$ cat config.mk
export PLATFORM = sky130hd
export DESIGN_NAME = condicionador_botoes
export DESIGN_NICKNAME = d
export VERILOG_FILES = /design/src/rtl/contador_pkg.sv /design/src/rtl/debounce_canal.sv /design/src/rtl/condicionador_botoes.sv
export SDC_FILE = /design/constraint.sdc
export NUM_CORES = 1
export LEC_CHECK = 0
export BUFFER_PORTS_ARGS = -buffer_cell sky130_fd_sc_hd__buf_2
export CAP_MARGIN = 20
export CORE_UTILIZATION = 40
export CTS_CLUSTER_DIAMETER = 80
export DETAILED_ROUTE_END_ITERATION = 8
export HOLD_SLACK_MARGIN = 0.05
export PLACE_DENSITY = 0.52
export SLEW_MARGIN = 20
export SYNTH_ARGS = -nofsm -noshare
export SYNTH_HDL_FRONTEND = slang
export SYNTH_SLANG_ARGS = --single-unit
$ cat constraint.sdc
create_clock -name clk -period 3.3 [get_ports clk]
set_clock_uncertainty 0.1 [all_clocks]
set_input_delay 0.495 -clock clk [delete_from_list [all_inputs] [get_ports clk]]
set_output_delay 0.495 -clock clk [all_outputs]
set_load 0.02 [all_outputs]
$ cat src/rtl/contador_pkg.sv
// Shared types and constants for the button conditioner and its downstream up/down counter.
// Holds the channel FSM states, default timing parameters and the counter reset value.
package contador_pkg;

  typedef enum logic [1:0] {
    IDLE   = 2'd0,
    DELAY  = 2'd1,
    REPEAT = 2'd2
  } canal_state_t;

  localparam int DEBOUNCE_CYCLES_DEF = 1000;
  localparam int REPEAT_DELAY_DEF    = 50000;
  localparam int REPEAT_PERIOD_DEF   = 10000;

  localparam logic [7:0] CONTADOR_RST = 8'h6A;

  // The single per-channel timer must hold both the delay and the period limits.
  function automatic int timer_width(input int delay_lim, input int period_lim);
    int m;
    m = (delay_lim > period_lim) ? delay_lim : period_lim;
    return (m < 1) ? 1 : $clog2(m + 1);
  endfunction

endpackage

$ cat src/rtl/debounce_canal.sv
// One button channel: 2-flop synchronizer, debounce, IDLE/DELAY/REPEAT FSM, combinational request.
// Request rises DEBOUNCE_CYCLES+2 edges after the raw press is first sampled; no backpressure.
module debounce_canal
  import contador_pkg::*;
#(
  parameter int DEBOUNCE_CYCLES = DEBOUNCE_CYCLES_DEF,
  parameter int REPEAT_DELAY    = REPEAT_DELAY_DEF,
  parameter int REPEAT_PERIOD   = REPEAT_PERIOD_DEF
) (
  input  logic clk,
  input  logic rst_n,
  input  logic btn,
  output logic req
);

  localparam int DW = $clog2(DEBOUNCE_CYCLES + 1);
  localparam int TW = timer_width(REPEAT_DELAY, REPEAT_PERIOD);

  localparam logic [DW-1:0] DEB_MAX     = DW'(DEBOUNCE_CYCLES);
  localparam bit            REPEAT_EN   = (REPEAT_DELAY > 0);
  localparam logic [TW-1:0] DELAY_LAST  = REPEAT_EN ? TW'(REPEAT_DELAY - 1) : '0;
  localparam logic [TW-1:0] PERIOD_LAST = TW'(REPEAT_PERIOD - 1);
  localparam logic [TW-1:0] TIMER_SAT   = '1;

  logic          sync_q1;
  logic          sync_q2;
  logic          deb_lvl;
  logic [DW-1:0] deb_cnt;
  logic [TW-1:0] timer;
  logic          timer_clr;
  logic          delay_hit;
  logic          period_hit;
  canal_state_t  state;
  canal_state_t  state_nxt;

  always_ff @(posedge clk or negedge rst_n) begin
    if (!rst_n) begin
      sync_q1 <= 1'b0;
      sync_q2 <= 1'b0;
    end else begin
      sync_q1 <= btn;
      sync_q2 <= sync_q1;
    end
  end

  // Count cycles the synchronized level disagrees with the accepted level; any agreement restarts it.
  always_ff @(posedge clk or negedge rst_n) begin
    if (!rst_n) begin
      deb_lvl <= 1'b0;
      deb_cnt <= '0;
    end else if (sync_q2 == deb_lvl) begin
      deb_cnt <= '0;
    end else if (deb_cnt == DEB_MAX) begin
      deb_lvl <= ~deb_lvl;
      deb_cnt <= '0;
    end else begin
      deb_cnt <= deb_cnt + DW'(1);
    end
  end

  // Hits fire on the last count so the registered pulse lands exactly on the limit.
  assign delay_hit  = REPEAT_EN && (timer == DELAY_LAST);
  assign period_hit = (timer == PERIOD_LAST);

  always_ff @(posedge clk or negedge rst_n) begin
    if (!rst_n) begin
      timer <= '0;
    end else if (!deb_lvl || timer_clr) begin
      timer <= '0;
    end else if (timer != TIMER_SAT) begin
      timer <= timer + TW'(1);
    end
  end

  always_ff @(posedge clk or negedge rst_n) begin
    if (!rst_n) begin
      state <= IDLE;
    end else begin
      state <= state_nxt;
    end
  end

  always_comb begin
    state_nxt = state;
    if (!deb_lvl) begin
      state_nxt = IDLE;
    end else begin
      case (state)
        IDLE:    state_nxt = DELAY;
        DELAY:   if (delay_hit) state_nxt = REPEAT;
        REPEAT:  state_nxt = REPEAT;
        default: state_nxt = IDLE;
      endcase
    end
  end

  // A low debounced level suppresses every request, so release never pulses.
  always_comb begin
    req       = 1'b0;
    timer_clr = 1'b0;
    if (deb_lvl) begin
      case (state)
        IDLE: begin
          req       = 1'b1;
          timer_clr = 1'b1;
        end
        DELAY: begin
          if (delay_hit) begin
            req       = 1'b1;
            timer_clr = 1'b1;
          end
        end
        REPEAT: begin
          if (period_hit) begin
            req       = 1'b1;
            timer_clr = 1'b1;
          end
        end
        default: begin
          req       = 1'b0;
          timer_clr = 1'b1;
        end
      endcase
    end
  end

endmodule

$ cat src/rtl/condicionador_botoes.sv
// Two debounced, auto-repeating button channels feeding registered acrescer/decrecer pulses.
// Pulse appears the cycle after edge DEBOUNCE_CYCLES+3; coincident requests are dropped, no backpressure.
module condicionador_botoes
  import contador_pkg::*;
#(
  parameter int DEBOUNCE_CYCLES = DEBOUNCE_CYCLES_DEF,
  parameter int REPEAT_DELAY    = REPEAT_DELAY_DEF,
  parameter int REPEAT_PERIOD   = REPEAT_PERIOD_DEF
) (
  input  logic clk,
  input  logic rst_n,
  input  logic btn_up,
  input  logic btn_down,
  output logic acrescer,
  output logic decrecer
);

  logic req_up;
  logic req_down;

  debounce_canal #(
    .DEBOUNCE_CYCLES (DEBOUNCE_CYCLES),
    .REPEAT_DELAY    (REPEAT_DELAY),
    .REPEAT_PERIOD   (REPEAT_PERIOD)
  ) u_canal_up (
    .clk   (clk),
    .rst_n (rst_n),
    .btn   (btn_up),
    .req   (req_up)
  );

  debounce_canal #(
    .DEBOUNCE_CYCLES (DEBOUNCE_CYCLES),
    .REPEAT_DELAY    (REPEAT_DELAY),
    .REPEAT_PERIOD   (REPEAT_PERIOD)
  ) u_canal_down (
    .clk   (clk),
    .rst_n (rst_n),
    .btn   (btn_down),
    .req   (req_down)
  );

  // Dropping both on a tie keeps the counter from seeing a contradictory command.
  always_ff @(posedge clk or negedge rst_n) begin
    if (!rst_n) begin
      acrescer <= 1'b0;
      decrecer <= 1'b0;
    end else begin
      acrescer <= req_up & ~req_down;
      decrecer <= req_down & ~req_up;
    end
  end

endmodule

==> results.py, run 1 <==
metrics = {
    "drt": {
        "drt_first_pass_iters": 4,
        "drc_errors": 0,
        "drt_iter0_markers": 105,
        "vias_per_cell": 5.223,
        "num_vias": 2387,
        "wl_um": 6178,
        "antenna_left": 0,
        "wl_per_cell_um": 13.52,
    },
    "logic_synthesis": {
        "yosys.area_share.adder_pct": 5.293,
        "netlist.area_leader.share_pct": 48.39,
        "ys_async_sr_fraction_pct": 100.0,
        "synth-seq-cells": 64,
        "synth_edf_count": 0,
        "synth_area_leaders": "dfrtp_1 48%, nor2_1 6.8%, xor2_1 5.6%, ha_1 5.3%, nand3_1 4.2%",
        "syn_nets": 359,
        "synthSimpleGateAreaFrac_pct": 25.29,
        "yosysMostFrequentCell": "dfrtp_1",
        "ys.flop_type": "dfrtp_1",
        "muxShareOfSynthArea_pct": 1.588,
        "synth_top_family_by_area": "simple AND/OR/NAND/NOR gates",
        "syn_area_um2": 3309,
        "synth_compound_area_share_pct": 7.146,
        "yosys.cell_types.count": 42,
        "ys_top_cells_by_count": "64 x dfrtp_1, 60 x nor2_1, 28 x nand3_1, 23 x nand2_1, 21 x xor2_1",
        "avgSynthCellArea_um2": 9.705,
        "seq_area_frac_synth_pct": 48.39,
        "synthCells": 341,
        "synth-xor-area-share_pct": 9.263,
        "synth_top_area_cell": "dfrtp_1",
        "ys_warn_count": 0,
    },
    "power": {
        "p_sw_share_pct": 20.32,
        "power.switching_uw": 338.4,
        "power.leakage_nw": 1.593,
        "share_comb_of_total_power_pct": 2.2,
        "p_clk_share_pct": 49.7,
        "vdd_drop_max_mv": 0.1942,
        "p_total_mw": 1.665,
        "powerDensity_nw_per_um2": 452.3,
        "p_int_mw": 1.327,
        "pwr-share-seq_pct": 48.1,
    },
    "global_route": {
        "track_usage_pct": 16.27,
        "first_global_vias": 2371,
        "grt.overflow.total": 0,
        "grt_max_degree": 25,
        "grt_first_pass_wirelength_um": 10950,
        "antenna_found_initial": 0,
    },
    "timing": {
        "holdWs_ns": 0.1607,
        "tightest_slew_ns": 0.6660,
        "period_share_pct": 65.34,
        "slew_viol_final": 0,
        "hold_viol_final": 0,
        "fin_crit_ns": 2.156,
        "fmax_mhz": 463.8,
        "rsz0062_at_grt": "no",
        "slew_headroom_pct": 55.46,
        "finalSetupTns_ns": 0,
        "setup_viol": 0,
    },
    "outcome": {
        "outcome": "complete, no violations",
    },
    "worst_setup_path": {
        "crit_arrival_ns": 2.27,
        "rrSetupSlack_ns": 1.14,
        "start_kind": "flip-flop",
        "max_stage_delay_ns": 0.53,
        "path_max_fanout": 16,
        "path_buf_inv": 0,
        "cp_top_family": "simple AND/OR/NAND/NOR gates",
        "reg2reg_depth": 5,
        "r2r-start": "u_canal_down.timer[12]",
        "slowest_stage": "or4_1",
        "crit_type": "flip-flop to flip-flop",
        "path_depth": 5,
        "path_cells": "or4_1 -> or4_4 -> a21oi_2 -> nand3b_4 -> a311oi_1",
        "endpoint_kind": "flip-flop",
        "required_ns": 3.41,
        "reg2reg_to": "u_canal_down.timer[12]",
    },
    "clock_network": {
        "clk_path_buf_depth": 2,
        "cts_repair_resize_count": 0,
        "clk_latency_ns": 0.34,
        "post-cts-setup-buffers": 0,
        "cts.sinks": 64,
        "cts_buffers": 9,
        "root_buffer": "clkbuf_8",
        "cts_tree": "built",
        "cts_max_level": 3,
        "cts.clk_slew.worst_paths_ns": 0.07,
        "ctsHoldBuffers": 1,
    },
    "placed_design": {
        "dpl.hpwl_um": 4129,
        "port_buffers": 5,
        "place_congestion": 0.7568,
    },
    "die": {
        "start_util_pct": 42.17,
        "row_count": 32,
        "die_y_um": 92.96,
        "coreArea_um2": 7848,
        "die_area_um2": 8642,
        "die_w_um": 92.96,
        "io_pins": 6,
    },
    "hold_path": {
        "worstHoldStart": "btn_down",
        "worstHoldEndpoint": "u_canal_down.sync_q1",
        "holdCritPathClass": "input port to flip-flop",
        "holdPathStages": 1,
    },
    "final_layout": {
        "final.fill_count": 782,
        "drive_gt1_share_pct": 8.169,
        "finalNetCount": 368,
        "final_util_pct": 46.91,
        "area_growth_pct": 11.23,
        "diodes": 0,
    },
    "run": {
        "max_cap_violations": 0,
    },
}
## area by class of cell
class | count | area [um2] | share of cell area [%]
clock inverter | 5 | 103.9 | 2.821
inverter | 13 | 48.80 | 1.326
tap | 102 | 127.6 | 3.467
sequential | 64 | 1602 | 43.51
clock buffer | 11 | 141.4 | 3.841
multi-input combinational | 254 | 1608 | 43.68
timing repair buffer | 8 | 50.05 | 1.360
## worst max path at each step
stage | startpoint | to
final | u_canal_down.timer[12] | u_canal_down.timer[12]
after global routing | u_canal_up.state[0] | u_canal_up.timer[9]
after CTS | u_canal_down.timer[12] | u_canal_down.timer[14]
after detailed placement | u_canal_down.timer[12] | u_canal_down.timer[9]
after global placement | u_canal_up.state[0] | u_canal_up.timer[5]
after floorplan | u_canal_down.timer[12] | u_canal_down.timer[8]
## layout by cell type (no fill, tap or decap), types with 4 or more instances in the layout
cell      instances
nor2b_1           4
nand3_1          28
xnor2_1          14
dfrtp_1          64
nand4_1          12
clkbuf_8         10
buf_2             5
and4_1            4
a21oi_1           4
inv_1            13
o21ai_0           9
ha_1             14
nand2_1          23
a211oi_1          7
nor2_1           60
nor3_1            6
xor2_1           21
and3_1           13
## through the flow
step | area [um2] | std cells | setup WS [ns]
3_5_place_dp | 3426 | 440 | 1.137
2_1_floorplan | 3309 | 341 | 1.274
6_report | 3681 | 457 | 1.144
3_3_place_gp | 3426 | 440 | 1.186
5_1_grt | 3681 | 457 | 0.9174
4_1_cts | 3681 | 457 | 1.136
## power by group through the flow
stage / registers, mW / logic, mW / clock network [mW]
global route: 0.802 / 0.0449 / 0.887
detailed placement: 0.816 / 0.0383 / 0
finish: 0.801 / 0.0371 / 0.827
global placement: 0.816 / 0.0380 / 0
CTS: 0.801 / 0.0395 / 0.857
floorplan: 0.814 / 0.0145 / 0
## per-layer routing
metal,GRT usage [%],share of wire [%],up-vias
met1,20.87,51,1153
met3,4.433,2.4,11
met5,0,0,-
li1,-,-,1206
met2,25.74,45,17
met4,6.923,1.9,0
## sequential cells by signal (all words and copies together), names as in the netlist
register and flops:
u_canal_up.sync_q1 1, u_canal_up.deb_lvl 1, u_canal_up.state 2, u_canal_up.sync_q2 1, u_canal_down.deb_cnt 10, u_canal_down.deb_lvl 1
acrescer 1, u_canal_up.deb_cnt 10, u_canal_down.sync_q2 1, decrecer 1, u_canal_down.timer 16, u_canal_down.sync_q1 1
u_canal_up.timer 16, u_canal_down.state 2
## cell families after synthesis
logic type | count (synthesis)
xor+xnor | 35
fa+ha+maj | 14
simple gates | 165
compound gates | 35
buf+inv | 23
mux | 5
flops | 64
## worst reg2reg max path, delay by kind of cell (launching register included)
kind	cells	cell delay (ns)
DFF	1	0.46
AOI/OAI and AO/OA	2	0.23
and+or+nand+nor	3	1.24
Note: power is estimated with default switching activity, not from simulation.
==> inputs of run 2 (changes only) <==
--- a/config.mk
+++ b/config.mk
@@ -5,6 +5,7 @@
 export SDC_FILE = /design/constraint.sdc
 export NUM_CORES = 1
 export LEC_CHECK = 0
+export ABC_AREA = 1
 export BUFFER_PORTS_ARGS = -buffer_cell sky130_fd_sc_hd__buf_2
 export CAP_MARGIN = 20
 export CORE_UTILIZATION = 40
==> constraint.sdc (replaced) <==
create_clock -name clk -period 2.06 [get_ports clk]
set_clock_uncertainty 0.1 [all_clocks]
set_input_delay 0.309 -clock clk [delete_from_list [all_inputs] [get_ports clk]]
set_output_delay 0.309 -clock clk [all_outputs]
set_load 0.02 [all_outputs]
==> results.py, run 2 <==
metrics = {
    "timing": {
        "slew_headroom_pct": 64.98,
        "setup_ws_ns": 0.1852,
        "fin_crit_ns": 1.875,
        "tightest_slew_ns": 0.5205,
        "hold_viol_final": 0,
        "setup_viol": 0,
        "fmax_mhz": 533.4,
        "period_share_pct": 91.01,
        "slew_viol_final": 0,
        "rsz0062_at_grt": "no",
        "finalSetupTns_ns": 0,
    },
    "die": {
        "die_y_um": 98.71,
        "die_w_um": 98.71,
        "io_pins": 6,
        "start_util_pct": 42.08,
        "die_area_um2": 9744,
        "coreArea_um2": 8891,
        "row_count": 34,
    },
    "clock_network": {
        "clk_latency_ns": 0.34,
        "clk_path_buf_depth": 2,
        "cts_max_level": 3,
        "cts_tree": "built",
        "cts.sinks": 64,
        "cts_repair_resize_count": 0,
        "cts_buffers": 9,
        "ctsHoldBuffers": 3,
        "post-cts-setup-buffers": 0,
        "cts.clk_slew.worst_paths_ns": 0.07,
        "root_buffer": "clkbuf_8",
    },
    "logic_synthesis": {
        "ys_warn_count": 0,
        "syn_area_um2": 3741,
        "yosysMostFrequentCell": "nand2_1",
        "netlist.area_leader.share_pct": 42.81,
        "ys.flop_type": "dfrtp_1",
        "avgSynthCellArea_um2": 8.240,
        "synthCells": 454,
        "synth_edf_count": 0,
        "ys_async_sr_fraction_pct": 100.0,
        "seq_area_frac_synth_pct": 42.81,
        "synth_area_leaders": "dfrtp_1 43%, nand2_1 9.0%, nor2_1 6.1%, inv_1 6.0%, xor2_1 5.2%",
        "yosys.cell_types.count": 31,
        "ys_top_cells_by_count": "90 x nand2_1, 64 x dfrtp_1, 61 x nor2_1, 60 x inv_1, 35 x nand3_1",
        "synth-seq-cells": 64,
        "synth_top_area_cell": "dfrtp_1",
        "syn_nets": 472,
    },
    "worst_setup_path": {
        "path_max_fanout": 9,
        "startpoint": "u_canal_up.timer[0]",
        "endpoint_kind": "flip-flop",
        "start_kind": "flip-flop",
        "required_ns": 2.23,
        "r2r-start": "u_canal_up.timer[0]",
        "path_cells": "ha_1 -> nand2_1 -> nor2_1 -> nand2_2 -> nor2_4 -> nand3_2 -> inv_1 -> nand2_1 -> nand2_1",
        "slowest_stage": "dfrtp_1",
        "path_buf_inv": 1,
        "crit_top_cell": "nand2_1",
        "reg2reg_to": "u_canal_up.timer[7]",
        "crit_arrival_ns": 2.05,
        "crit_type": "flip-flop to flip-flop",
        "cp_top_family": "simple AND/OR/NAND/NOR gates",
        "rrSetupSlack_ns": 0.19,
        "reg2reg_depth": 9,
        "max_stage_delay_ns": 0.38,
    },
    "drt": {
        "vias_per_cell": 4.817,
        "wl_um": 7141,
        "num_vias": 2818,
        "drt_first_pass_iters": 4,
        "drc_errors": 0,
        "wl_per_cell_um": 12.21,
        "drt_iter0_markers": 118,
        "antenna_left": 0,
    },
    "hold_path": {
        "worstHoldStart": "u_canal_down.sync_q1",
        "worstHoldEndpoint": "u_canal_down.sync_q2",
        "holdCritPathClass": "flip-flop to flip-flop",
        "holdPathStages": 0,
    },
    "power": {
        "powerDensity_nw_per_um2": 638.9,
        "vdd_drop_max_mv": 0.3082,
        "power.leakage_nw": 1.797,
        "p_total_mw": 2.656,
    },
    "outcome": {
        "outcome": "complete, no violations",
    },
    "global_route": {
        "track_usage_pct": 16.79,
        "first_global_vias": 2855,
        "grt_max_degree": 65,
        "grt_first_pass_wirelength_um": 12990,
        "grt.overflow.total": 0,
        "antenna_found_initial": 0,
    },
    "final_layout": {
        "ff_latch_area_um2": 1602,
        "layout_commonest_cell": "nand2_1",
        "instances_no_fill": 585,
        "drive_gt1_share_pct": 14.05,
        "multiInputGateArea_um2": 1842,
        "finalNetCount": 491,
        "final.fill_count": 882,
        "mostFrequentLayoutCells": "90 x nand2_1, 64 x dfrtp_1, 61 x nor2_1, 60 x inv_1, 35 x nand3_1",
        "final_util_pct": 46.76,
        "area_growth_pct": 11.14,
        "largestRegisters": "u_canal_down.timer: 16 flops, u_canal_up.timer: 16 flops",
        "diodes": 0,
    },
    "placed_design": {
        "dp_slack_ns": 0.2120,
        "dpl.hpwl_um": 5094,
        "dp_cells": 567,
        "place_congestion": 0.8483,
        "port_buffers": 5,
    },
    "run": {
        "max_cap_violations": 0,
    },
}
## run 2: changes by cell type in the layout (fill, tap and decap cells not counted), moves of 4 or more
cell and change:
and3_1 -13, nor3_1 +7, a211oi_1 -7, xnor2_1 -7, nand3_2 +4, a21oi_1 +7
nor3_2 +5, a21oi_2 +18, nand2_1 +67, and4_1 -4, nand2_2 +5, nand3_1 +7
nor2b_1 -4, inv_1 +47
## run 2: power by group
group	internal [mW]	switching (mW)
Combinational	0.0231	0.0471
Clock	0.832	0.472
Sequential	1.27	0.0124
## run 2: worst max path at each step
stage                                   endpoint  slack (ns)  cells after the start
after floorplan           u_canal_down.timer[12]        0.46                      7
after global placement       u_canal_up.timer[7]        0.24                      9
after detailed placement     u_canal_up.timer[7]        0.21                      9
after CTS                    u_canal_up.timer[7]        0.18                      9
after global routing         u_canal_up.timer[7]        0.04                      9
final                        u_canal_up.timer[7]        0.19                      9
## run 2: through the flow
step,instance area [um2],hold slack [ns]
2_1_floorplan,3741,-0.08659
3_3_place_gp,3892,0.2317
3_5_place_dp,3892,0.2364
4_1_cts,4158,0.2471
5_1_grt,4158,0.2554
6_report,4158,0.2449
## run 2: cell families (layout without fill, tap and decap cells)
family | after synthesis | after routing | share of synthesized area [%]
adder cells (fa/ha/maj) | 14 | 14 | 4.682
buffers and inverters | 68 | 91 | 7.960
AND/OR/NAND/NOR | 238 | 238 | 30.27
XOR/XNOR | 29 | 29 | 6.789
flip-flops | 64 | 64 | 42.81
AO/OA/AOI/OAI | 41 | 41 | 7.491
## run 2: layout make-up
| cell class | count | share of cell area [%] |
|---|---|---|
| Sequential cell | 64 | 38.52 |
| Inverter | 63 | 5.748 |
| Multi-Input combinational cell | 322 | 44.30 |
| Clock buffer | 12 | 3.491 |
| Clock inverter | 3 | 2.167 |
| Tap cell | 108 | 3.250 |
| Timing Repair Buffer | 13 | 2.528 |
## run 2: per-layer routing
| metal | up-vias | wire [um] | track usage, % |
|---|---|---|---|
| met5 | - | 0 | 0 |
| met3 | 9 | 194 | 3.830 |
| met4 | 0 | 95 | 5.855 |
| met1 | 1288 | 3624 | 21.99 |
| li1 | 1486 | - | - |
| met2 | 35 | 3226 | 27.41 |
==> inputs of run 3 (changes only) <==
--- a/config.mk
+++ b/config.mk
@@ -8,11 +8,13 @@
 export ABC_AREA = 1
 export BUFFER_PORTS_ARGS = -buffer_cell sky130_fd_sc_hd__buf_2
 export CAP_MARGIN = 20
+export CELL_PAD_IN_SITES_DETAIL_PLACEMENT = 0
+export CELL_PAD_IN_SITES_GLOBAL_PLACEMENT = 1
 export CORE_UTILIZATION = 40
 export CTS_CLUSTER_DIAMETER = 80
 export DETAILED_ROUTE_END_ITERATION = 8
 export HOLD_SLACK_MARGIN = 0.05
-export PLACE_DENSITY = 0.52
+export PLACE_DENSITY = 0.65
 export SLEW_MARGIN = 20
 export SYNTH_ARGS = -nofsm -noshare
 export SYNTH_HDL_FRONTEND = slang
==> results.py, run 3 (synthesis results as in run 2) <==
metrics = {
    "outcome": {
        "outcome": "complete, no violations",
    },
    "die": {
        "die_w_um": 98.71,
        "die_area_um2": 9744,
        "coreArea_um2": 8891,
        "die_y_um": 98.71,
        "io_pins": 6,
        "row_count": 34,
        "start_util_pct": 42.08,
    },
    "worst_setup_path": {
        "max_stage_delay_ns": 0.39,
        "start_kind": "flip-flop",
        "reg2reg_depth": 9,
        "path_max_fanout": 7,
        "slowest_stage": "dfrtp_1",
        "crit_top_cell": "nand2_1",
        "path_cells": "ha_1 -> nand2_1 -> nor2_1 -> nand2_2 -> nor2_4 -> nand3_2 -> inv_1 -> nand2_1 -> nand2_1",
        "endpoint_kind": "flip-flop",
        "crit_arrival_ns": 2.00,
        "required_ns": 2.23,
        "crit_type": "flip-flop to flip-flop",
    },
    "global_route": {
        "grt.overflow.total": 0,
        "grt_first_pass_wirelength_um": 13390,
        "first_global_vias": 2906,
        "antenna_found_initial": 0,
        "grt_max_degree": 65,
        "track_usage_pct": 17.40,
    },
    "clock_network": {
        "cts.sinks": 64,
        "cts_repair_resize_count": 0,
        "cts_buffers": 9,
        "clk_path_buf_depth": 2,
        "cts.clk_slew.worst_paths_ns": 0.07,
        "root_buffer": "clkbuf_8",
        "cts_tree": "built",
        "clk_latency_ns": 0.34,
        "cts_max_level": 3,
    },
    "final_layout": {
        "finalInstanceArea_um2": 4120,
        "area_growth_pct": 10.13,
        "multiInputGateArea_um2": 1842,
        "finalNetCount": 491,
        "final.fill_count": 910,
        "instances_no_fill": 586,
        "ff_latch_area_um2": 1602,
        "mostFrequentLayoutCells": "90 x nand2_1, 64 x dfrtp_1, 61 x nor2_1, 60 x inv_1, 35 x nand3_1",
        "layout_commonest_cell": "nand2_1",
        "diodes": 0,
        "drive_gt1_share_pct": 14.23,
        "largestRegisters": "u_canal_down.timer: 16 flops, u_canal_up.timer: 16 flops",
    },
    "power": {
        "share_comb_of_total_power_pct": 2.8,
        "powerDensity_nw_per_um2": 591.9,
        "pwr-share-seq_pct": 52.5,
        "power.leakage_nw": 1.781,
        "vdd_drop_max_mv": 0.2717,
        "p_int_mw": 1.890,
        "p_clk_share_pct": 44.6,
        "p_sw_share_pct": 22.50,
        "power.switching_uw": 548.7,
    },
    "timing": {
        "setup_ws_ns": 0.2355,
        "period_share_pct": 88.57,
        "setup_viol": 0,
        "rsz0062_at_grt": "no",
        "finalSetupTns_ns": 0,
        "slew_viol_final": 0,
        "tightest_slew_ns": 0.5453,
        "fmax_mhz": 548.1,
        "holdWs_ns": 0.2517,
        "hold_viol_final": 0,
        "fin_crit_ns": 1.825,
        "slew_headroom_pct": 63.31,
    },
    "placed_design": {
        "dp_slack_ns": 0.2367,
        "dpl_cell_area_um2": 3892,
        "dp_cells": 567,
        "dpl.hpwl_um": 5396,
        "port_buffers": 5,
        "place_congestion": 0.8070,
    },
    "drt": {
        "drt_first_pass_iters": 4,
        "antenna_left": 0,
        "drc_errors": 0,
        "wl_um": 7339,
        "num_vias": 2873,
        "wl_per_cell_um": 12.52,
        "drt_iter0_markers": 83,
        "vias_per_cell": 4.903,
    },
    "hold_path": {
        "holdCritPathClass": "flip-flop to flip-flop",
        "holdPathStages": 0,
    },
    "run": {
        "max_cap_violations": 0,
    },
}
[run 3: cell count changes in the layout (fill, tap and decap cells not counted)]
cell	change
inv_6	+1
clkinv_2	+1
bufinv_16	-2
clkinv_4	+1
[run 3: final timing paths]
kind | startpoint | endpoint | slack [ns]
worst max-delay path | u_canal_up.timer[0] | u_canal_up.timer[7] | 0.24
max in group asynchronous | rst_n | u_canal_up.timer[6] | 1.17
worst min register to register | u_canal_up.sync_q1 | u_canal_up.sync_q2 | 0.25
worst min-delay path | u_canal_up.sync_q1 | u_canal_up.sync_q2 | 0.25
worst max register to register | u_canal_up.timer[0] | u_canal_up.timer[7] | 0.24
min in group asynchronous | rst_n | u_canal_down.timer[8] | 0.39
[run 3: repair_timing]
| action | in CTS | in global routing |
|---|---|---|
| hold endpoints to repair | 66 | 0 |
| hold buffers | 3 | 0 |
| buffers inserted | 0 | 0 |
[run 3: metrics by stage]
step           utilization (%)  total power [mW]
2_1_floorplan                -             1.331
3_3_place_gp             43.78             1.374
3_5_place_dp             43.78             1.375
4_1_cts                  46.34             2.489
5_1_grt                  46.34             2.562
6_report                 46.34             2.439
[run 3: power groups by stage]
stage | logic [mW] | registers (mW) | clock network [mW]
final | 0.0686 | 1.28 | 1.09
after global routing | 0.0828 | 1.28 | 1.20
after CTS | 0.0736 | 1.28 | 1.13
after detailed placement | 0.0690 | 1.31 | 0
after global placement | 0.0681 | 1.31 | 0
after floorplan | 0.0270 | 1.30 | 0
[run 3: area by class of cell]
| type | count | share of cell area, % |
|---|---|---|
| multi-input combinational | 322 | 44.70 |
| clock inverter | 4 | 1.275 |
| tap | 108 | 3.280 |
| sequential | 64 | 38.87 |
| clock buffer | 12 | 3.523 |
| timing repair buffer | 13 | 2.551 |
| inverter | 63 | 5.800 |
[run 3: routing by layer]
| layer | share of wire, % | track usage, % |
|---|---|---|
| met4 | 1.1 | 5.511 |
| met5 | 0 | 0 |
| met3 | 1.7 | 3.617 |
| met2 | 46 | 28.76 |
| met1 | 51 | 22.92 |
[run 3: worst max-delay path: cells and delay by family, from the launching register on]
kind,cells,cell delay [ns]
buf+inv,1,0.21
flops,1,0.39
fa+ha+maj,1,0.22
simple gates,7,0.85
